`src/rtl/pulse_stretch.sv`:
```
// Stretches single-cycle trigger events into fixed-width high pulses separated by
// fixed low gaps, queueing events that arrive while a pulse is in progress.
module pulse_stretch #(
  parameter int HIGH_CYCLES = 4,
  parameter int LOW_CYCLES  = 4,
  parameter int PEND_BITS   = 4
) (
  input  logic                 clk,
  input  logic                 rst_n,
  input  logic                 trig,
  output logic                 out,
  output logic                 busy,
  output logic [PEND_BITS-1:0] pending,
  output logic                 drop
);

  localparam int MAX_CYCLES = (HIGH_CYCLES > LOW_CYCLES) ? HIGH_CYCLES : LOW_CYCLES;
  localparam int TW         = $clog2(MAX_CYCLES) + 1;

  localparam logic [TW-1:0]        HIGH_LOAD = TW'(HIGH_CYCLES - 1);
  localparam logic [TW-1:0]        LOW_LOAD  = TW'(LOW_CYCLES - 1);
  localparam logic [PEND_BITS-1:0] PEND_MAX  = '1;

  typedef enum logic [1:0] {
    IDLE = 2'd0,
    HIGH = 2'd1,
    LOW  = 2'd2
  } state_t;

  state_t               state, state_next;
  logic [TW-1:0]        timer, timer_next;
  logic [PEND_BITS-1:0] pending_next;
  logic                 drop_next;

  logic last_low;
  logic have_pend;
  logic trig_consumed;
  logic trig_queued;
  logic take_pend;

  always_comb begin
    state_next    = state;
    timer_next    = timer;
    pending_next  = pending;
    drop_next     = 1'b0;

    last_low      = (state == LOW) && (timer == '0);
    have_pend     = (pending != '0);
    take_pend     = last_low && have_pend;
    // A trigger starts a pulse directly only when nothing is queued ahead of it.
    trig_consumed = trig && ((state == IDLE) || (last_low && !have_pend));
    trig_queued   = trig && !trig_consumed;

    case (state)
      IDLE: begin
        timer_next = '0;
        if (trig) begin
          state_next = HIGH;
          timer_next = HIGH_LOAD;
        end
      end
      HIGH: begin
        if (timer == '0) begin
          state_next = LOW;
          timer_next = LOW_LOAD;
        end else begin
          timer_next = timer - 1'b1;
        end
      end
      LOW: begin
        if (timer == '0) begin
          if (have_pend || trig) begin
            state_next = HIGH;
            timer_next = HIGH_LOAD;
          end else begin
            state_next = IDLE;
            timer_next = '0;
          end
        end else begin
          timer_next = timer - 1'b1;
        end
      end
      default: begin
        state_next = IDLE;
        timer_next = '0;
      end
    endcase

    // Simultaneous dequeue and enqueue leaves the count untouched, even when full.
    if (take_pend && !trig_queued) begin
      pending_next = pending - 1'b1;
    end else if (!take_pend && trig_queued) begin
      if (pending == PEND_MAX) begin
        drop_next = 1'b1;
      end else begin
        pending_next = pending + 1'b1;
      end
    end
  end

  // out and busy are registered from the next state so they line up with state.
  always_ff @(posedge clk or negedge rst_n) begin
    if (!rst_n) begin
      state   <= IDLE;
      timer   <= '0;
      pending <= '0;
      drop    <= 1'b0;
      out     <= 1'b0;
      busy    <= 1'b0;
    end else begin
      state   <= state_next;
      timer   <= timer_next;
      pending <= pending_next;
      drop    <= drop_next;
      out     <= (state_next == HIGH);
      busy    <= (state_next != IDLE);
    end
  end

endmodule

```
`config.mk`:
```
export PLATFORM = sky130hd
export DESIGN_NAME = pulse_stretch
export DESIGN_NICKNAME = d
export VERILOG_FILES = /design/src/rtl/pulse_stretch.sv
export SDC_FILE = /design/constraint.sdc
export NUM_CORES = 1
export LEC_CHECK = 0
export ABC_AREA = 1
export BUFFER_PORTS_ARGS = -buffer_cell sky130_fd_sc_hd__buf_2
export CORE_MARGIN = 3
export CORE_UTILIZATION = 49
export CTS_BUF_LIST = sky130_fd_sc_hd__clkbuf_4 sky130_fd_sc_hd__clkbuf_8 sky130_fd_sc_hd__clkbuf_16
export CTS_CLUSTER_DIAMETER = 120
export DETAILED_ROUTE_END_ITERATION = 10
export GPL_ROUTABILITY_DRIVEN = 0
export PLACE_DENSITY = 0.69
export SYNTH_ARGS = -nofsm -noshare
export SYNTH_HDL_FRONTEND = slang
export SYNTH_SLANG_ARGS = --single-unit
```
`constraint.sdc`:
```
create_clock -name clk -period 5.22 [get_ports clk]
set_input_delay 0.261 -clock clk [delete_from_list [all_inputs] [get_ports clk]]
set_output_delay 0.261 -clock clk [all_outputs]
set_load 0.03 [all_outputs]
```
==> results.md, run 1 <==
* Outcome: complete, no violations
* Proportion of layout cells with a drive suffix above 1 at 0.153
* Met1 layer wirelength in the final routing at 639 µm
* Worst setup EP type: register
* Power density relative to cell area at 610 nW/µm²
* Violation count after the first detailed-routing iteration at 15
* Post-detailed-route wirelength per cell at 10.1 µm
* Hold WC Path Type: input pin to register
* Site row count at 13
* Portion of netlist area occupied by mux cells at 0
* R2R setup slack at 2.89 ns
* Proportion of synthesized chip area in sequential cells at 0.401
* Share of the clock period used by the worst path after layout at 0.446
* Worst reg-to-reg path cell count at 14
* Start point of the worst min-delay path: trig
* Number of cells after detailed placement at 121
* Worst setup timing slack at the placement stage at 2.91 ns
* Area share of fa/ha/maj cells after synthesis at 0.127
* Chip Height at 45.1 µm
* Post-synthesis register bit count at 12
* Post-synthesis cell area at 749 µm²
* CTS tree: done
* Number of nets in the synthesized netlist at 107
* Iteration count of the initial detailed-routing pass at 4
* Total count of max-transition violations in the final report at 0
* Clock-pin slew on the worst setup and hold paths at 0.07 ns
* Startpoint kind of the worst setup timing path: register
* Final design area excluding fillers at 860 µm²
* Total Wirelength at 1280 µm
* Vias in the first global route at 529
* Total number of H-tree levels at 1
* Count of placed standard cells in the final layout, fillers left out at 126
* Share of the synthesized area in compound gates (AO/OA/AOI/OAI) at 0.0267
* Core occupancy in the finished layout at 0.629
* Peak fanout along the critical path at 5
* Remaining design rule violation count at 0
* Top sig layer: met4
* Number of warnings reported in the yosys synthesis log at 0
* Worst clock skew on the final layout at 0.00477 ns
* Area added between synthesis and finish at 14.7%
* Transition at the pin with the smallest max-transition slack at 0.268 ns
* Reg-to-reg critical path endpoint: pending[1]$_DFFE_PN0P_
* Required time at the endpoint of the critical path at 5.38 ns
* Wire length on met3 at 74 µm
* Clock tree root driver cell: clkbuf_4
* Global route overflow at 0
* Least setup slack across all paths after layout at 2.89 ns
* Distinct cell type count after synthesis at 19
* Via count at 608
* Arrival @ worst endpoint at 2.49 ns
* Wire length on met2 at 555 µm
* Max Buffers Root-to-Sink at 2
* Combinational family with the most area after synthesis: simple AND/OR/NAND/NOR gates
* Overall global routing resource usage at 0.150
* Num Clock Sinks at 12
* Most used cell, CP: inv_1
* Die ar. at 2030 µm²
* Total of cells resized after clock tree synthesis at 0
* Share of the synthesized area in the top cell type at 0.401
* Count of flip-flops with a built-in enable after synthesis at 0
* Worst vdd rail ir drop at 0.000314 V
* F_max at 430 MHz
* Placeable core area at 1370 µm²
* Critical path type: register to register
* Leakage power of the design at 0.503 nW
* Final Setup Violations at 0
* Wire length of the first global-routing pass at 2170 µm
* Hold Fails Final Rpt at 0
* Share of synthesized cell area in and, or, nand and nor gates at 0.302
* Number of primary I/O pins at 10
* Instance area at placement at 813 µm²
* Via density per instance at 4.83
* Number of buffer and inverter stages on the critical path at 4
* Count of antenna diodes in the layout at 0
* Number of CTS-inserted buffers at 3
* Number of cells on the worst hold path at 3
* Mapped Cells at 97
* Clock latency of the later-clocked register in the worst-skew pair at 0.27 ns
* Accumulated negative setup slack at 0 ns
* Detailed Place HPWL at 1030 µm
* Buffers inserted during post-CTS setup optimization at 0
* Dominant cells by area after synthesis: dfrtp_1 (40%), nand2_1 (14%), ha_1 (10%)
* Synthesized area per cell at 7.73 µm²
* Setup repair after global routing missed its margin: no
* Crit path largest cell delay at 0.49 ns
* CP Cell Sequence: inv_1, ha_1, nand2_1, nor2_1, inv_1, nor2_1, nor2_1, nand2_1, ha_1, inv_1, fa_1, inv_1, nand2_1, o21ai_1
* Normalized max-slew margin at 0.821
* Top_reg_cell synth: dfrtp_1
* Min Clock Period, post-route at 2.33 ns
* Kind of cell with the highest combined delay on the critical path: adder cells
* Initial Utilization at 0.549
* Fraction of registers with async set/reset at 1.00
* PortBufs at 9
* Total of max-cap violations at 0
* Antenna violations before repair at 0
* Post-synthesis cell type with the largest combined area: dfrtp_1
* Die Width at 45.1 µm
* Reg2Reg Launch Point: timer[0]$_DFF_PN0_
* XOR/XNOR Fraction of Synth Area at 0.0584
* Count of hold-fix buffers inserted at cts at 1
* Hold Path Sink: timer[1]$_DFF_PN0_
* Cell with the biggest individual delay on the critical path: fa_1
* Final net count at 122
* Maximum number of pins on one net before global-route repair at 13
* Number of nets with antenna violations after detailed routing at 0
registers in the layout, summed over array words and instances, names as in the netlist:
| signal | cells |
|---|---|
| pending | 4 |
| timer | 3 |
| state | 2 |
| busy | 1 |
| drop | 1 |
| out | 1 |
per-layer routing:
metal,GRT usage,vias up
li1,-,321
met1,0.196,274
met2,0.223,10
met3,0.0717,3
met4,0.0351,0
met5,0,-
synth_stat cells, types with 2 or more instances:
master and instances:
dfrtp_1 12, ha_1 6, inv_1 16, nand2_1 28
nand3_1 6, nor2_1 13, xnor2_1 2, xor2_1 3
layout make-up:
cell class                      count  area, µm²
Clock buffer                        4       36.3
Multi-Input combinational cell     68        385
Fill cell                         117        507
Timing Repair Buffer               10       55.1
Sequential cell                    12        300
Inverter                           17       63.8
Tap cell                           15       18.8
worst max-delay path by stage:
stage / start / to / slack, ns / depth (start not counted)
2_1_floorplan: timer[0]$_DFF_PN0_ / pending[1]$_DFFE_PN0P_ / 3.11 / 14
3_3_place_gp: timer[0]$_DFF_PN0_ / pending[1]$_DFFE_PN0P_ / 2.94 / 14
3_5_place_dp: timer[0]$_DFF_PN0_ / pending[1]$_DFFE_PN0P_ / 2.91 / 14
4_1_cts: timer[0]$_DFF_PN0_ / pending[1]$_DFFE_PN0P_ / 2.89 / 14
5_1_grt: timer[0]$_DFF_PN0_ / pending[2]$_DFFE_PN0P_ / 2.62 / 14
6_report: timer[0]$_DFF_PN0_ / pending[1]$_DFFE_PN0P_ / 2.89 / 14
metrics by stage:
stage	hold slack, ns	power, mW
floorplan	-0.0346	0.390
global placement	0.148	0.452
CTS	0.335	0.531
detailed placement	0.148	0.457
global route	0.363	0.577
finish	0.355	0.525
cells by family (layout without fill, tap and decap cells):
group | Yosys count | count (layout)
XOR/XNOR | 5 | 5
AND/OR/NAND/NOR | 53 | 53
AO/OA/AOI/OAI | 3 | 3
buffers and inverters | 17 | 31
adder cells (fa/ha/maj) | 7 | 7
flip-flops | 12 | 12
cells in the final DEF (no fill, tap or decap), drive strengths merged, types with 2 or more instances in the layout:
cell type / instances
clkbuf: 4
ha: 6
buf: 9
nand3: 6
inv: 17
nor2: 15
xnor2: 2
nand2: 29
xor2: 3
dfrtp: 12
where the power goes:
group / switching, mW / internal, mW
Sequential: 0.0335 / 0.133
Clock: 0.0296 / 0.0424
Combinational: 0.184 / 0.102
worst min-delay path: cells and delay by family:
kind	cells	cell delay (ns)
buffers and inverters	1	0.10
and+or+nand+nor	2	0.24
(Power assumes the default switching activity.)
==> run 2, diff against run 1 <==
--- a/config.mk
+++ b/config.mk
@@ -13,7 +13,7 @@
 export CTS_CLUSTER_DIAMETER = 120
 export DETAILED_ROUTE_END_ITERATION = 10
 export GPL_ROUTABILITY_DRIVEN = 0
-export PLACE_DENSITY = 0.69
+export PLACE_DENSITY = 0.71
 export SYNTH_ARGS = -nofsm -noshare
 export SYNTH_HDL_FRONTEND = slang
 export SYNTH_SLANG_ARGS = --single-unit
==> constraint.sdc (replaced) <==
create_clock -name clk -period 2 [get_ports clk]
set_input_delay 0.1 -clock clk [delete_from_list [all_inputs] [get_ports clk]]
set_output_delay 0.1 -clock clk [all_outputs]
set_load 0.03 [all_outputs]
==> run 2 against run 1 <==
  * Hold slack worse by 0.18 ns
  * Maximum frequency up 17%
  * Non-clock buffer count up 18
  * Power rose to 3.2 times the previous value
  * Cell count up 14%
  * Global-route usage up 3.5 points
  * Core utilization up 14 points
  * Sequential cell count unchanged
  * Sequential power up 140%
  * Count of clock-buffer cells in the layout unchanged
  * Clock skew up 0.0012 ns
  * Critical path type unchanged
  * Largest power group unchanged
==> results.md, run 2 (synthesized netlist as in run 1, its figures left out) <==
* Worst vdd rail ir drop at 0.000843 V
* Global route overflow at 0
* Min Clock Period, post-route at 1.98 ns
* Maximum number of pins on one net before global-route repair at 13
* Transition at the pin with the smallest max-transition slack at 0.282 ns
* Flip-flop count of the largest register after layout at 4
* Total Wirelength at 1540 µm
* Site row count at 13
* Post-detailed-route wirelength per cell at 10.7 µm
* Startpoint kind of the worst setup timing path: register
* CTS tree: done
* PortBufs at 9
* Share of the clock period used by the worst path after layout at 0.991
* Initial Utilization at 0.549
* Top Registers: pending x4, timer x3, state x2
* Via density per instance at 4.64
* Normalized max-slew margin at 0.812
* Die ar. at 2030 µm²
* Antenna violations before repair at 0
* Critical path type: register to register
* Vias in the first global route at 652
* Commonest non-fill, non-tap cells in the layout: nand2_1 (27), buf_4 (18), inv_1 (12), dfrtp_1 (12), nor2_1 (10)
* Hold Fails Final Rpt at 0
* Number of primary I/O pins at 10
* Chip Height at 45.1 µm
* Outcome: complete, no violations
* Number of nets with antenna violations after detailed routing at 0
* Most common cell after layout, fill and taps aside: nand2_1
* Worst clock skew on the final layout at 0.00592 ns
* Hold WC Path Type: input pin to register
* Total count of max-transition violations in the final report at 0
* Violation count after the first detailed-routing iteration at 5
* Clock tree root driver cell: clkbuf_4
* Remaining design rule violation count at 0
* Total number of H-tree levels at 1
* Most flops, register: pending
* Final Setup Violations at 0
* Max Buffers Root-to-Sink at 2
* Clock latency of the later-clocked register in the worst-skew pair at 0.27 ns
* Worst setup EP type: register
* Accumulated negative setup slack at 0 ns
* Placeable core area at 1370 µm²
* Number of CTS-inserted buffers at 3
* Die Width at 45.1 µm
* Core occupancy in the finished layout at 0.770
* Proportion of layout cells with a drive suffix above 1 at 0.357
* Via count at 668
* Arrival @ worst endpoint at 2.15 ns
* Iteration count of the initial detailed-routing pass at 4
* Final design area excluding fillers at 1050 µm²
* Instance area at placement at 916 µm²
* Required time at the endpoint of the critical path at 2.16 ns
* Power density relative to cell area at 1610 nW/µm²
* Worst setup timing slack at the placement stage at -0.143 ns
* Worst-case hold slack at 0.177 ns
* Count of antenna diodes in the layout at 0
* Wire length of the first global-routing pass at 2730 µm
* Least setup slack across all paths after layout at 0.0181 ns
* Detailed Place HPWL at 1150 µm
* F_max at 505 MHz
* Overall global routing resource usage at 0.184
* Leakage power of the design at 0.592 nW
* Area added between synthesis and finish at 40.4%
* Clock-pin slew on the worst setup and hold paths at 0.08 ns
* Peak fanout along the critical path at 4
* Final net count at 140
* Total of max-cap violations at 0
* Setup repair after global routing missed its margin: yes
* Num Clock Sinks at 12
-- run 2: cell types whose count changed in the layout (fill, tap and decap cells not counted) --
cell,before,now
ha_1,6,3
nand2_4,0,1
inv_1,16,12
ha_4,0,3
inv_2,1,5
nor2_1,13,10
nor2_4,1,2
nor2_2,1,3
buf_4,0,18
nand2_1,28,27
-- run 2: final cells by class --
type / instances / area, µm²
Sequential cell: 12 / 300
Clock buffer: 4 / 36.3
Timing Repair Buffer: 28 / 190
Tap cell: 15 / 18.8
Inverter: 17 / 63.8
Multi-Input combinational cell: 68 / 443
Fill cell: 105 / 314
-- run 2: layer usage --
metal,share of wire,track usage,up-vias
met5,0,0,-
met4,0,0.0175,0
met3,0.042,0.0598,0
met2,0.48,0.302,11
met1,0.47,0.246,298
li1,-,-,359
-- run 2: power by group --
part	internal [mW]	switching [mW]	leakage (nW)
registers	0.348	0.0466	0.149
logic	0.487	0.623	0.422
clock network	0.111	0.0801	0.0210
-- run 2: final timing paths --
kind,slack [ns],startpoint,cells after the start,end
worst max-delay path,0.02,timer[0]$_DFF_PN0_,12,pending[1]$_DFFE_PN0P_
max in group asynchronous,1.54,rst_n,2,timer[0]$_DFF_PN0_
worst min-delay path,0.18,trig,3,timer[0]$_DFF_PN0_
worst min register to register,0.58,pending[0]$_DFFE_PN0P_,2,pending[0]$_DFFE_PN0P_
worst max register to register,0.02,timer[0]$_DFF_PN0_,12,pending[1]$_DFFE_PN0P_
min in group asynchronous,0.24,rst_n,2,pending[1]$_DFFE_PN0P_
-- run 2: stage by stage --
stage,instances,power (mW)
floorplan,97,1.04
global placement,132,1.32
detailed placement,132,1.36
CTS,142,1.67
global route,144,1.84
finish,144,1.70
-- run 2: timing repair --
item                                    4_1_cts  5_1_grt
gates resized for setup                       8        1
endpoints found under the hold margin        12        0
hold buffers                                  1        0
endpoints found under the setup margin        4        4
setup buffers                                 5        2
pin swaps                                     5        5
-- run 2: critical path, cell delays in order, from the launching register on --
cell	delay (ns)
dfrtp_1	0.40
inv_2	0.08
ha_4	0.14
nand2_4	0.05
nor2_4	0.09
inv_2	0.05
nor2_1	0.21
ha_4	0.21
inv_2	0.05
fa_1	0.47
inv_1	0.04
nand2_1	0.05
o21ai_1	0.05
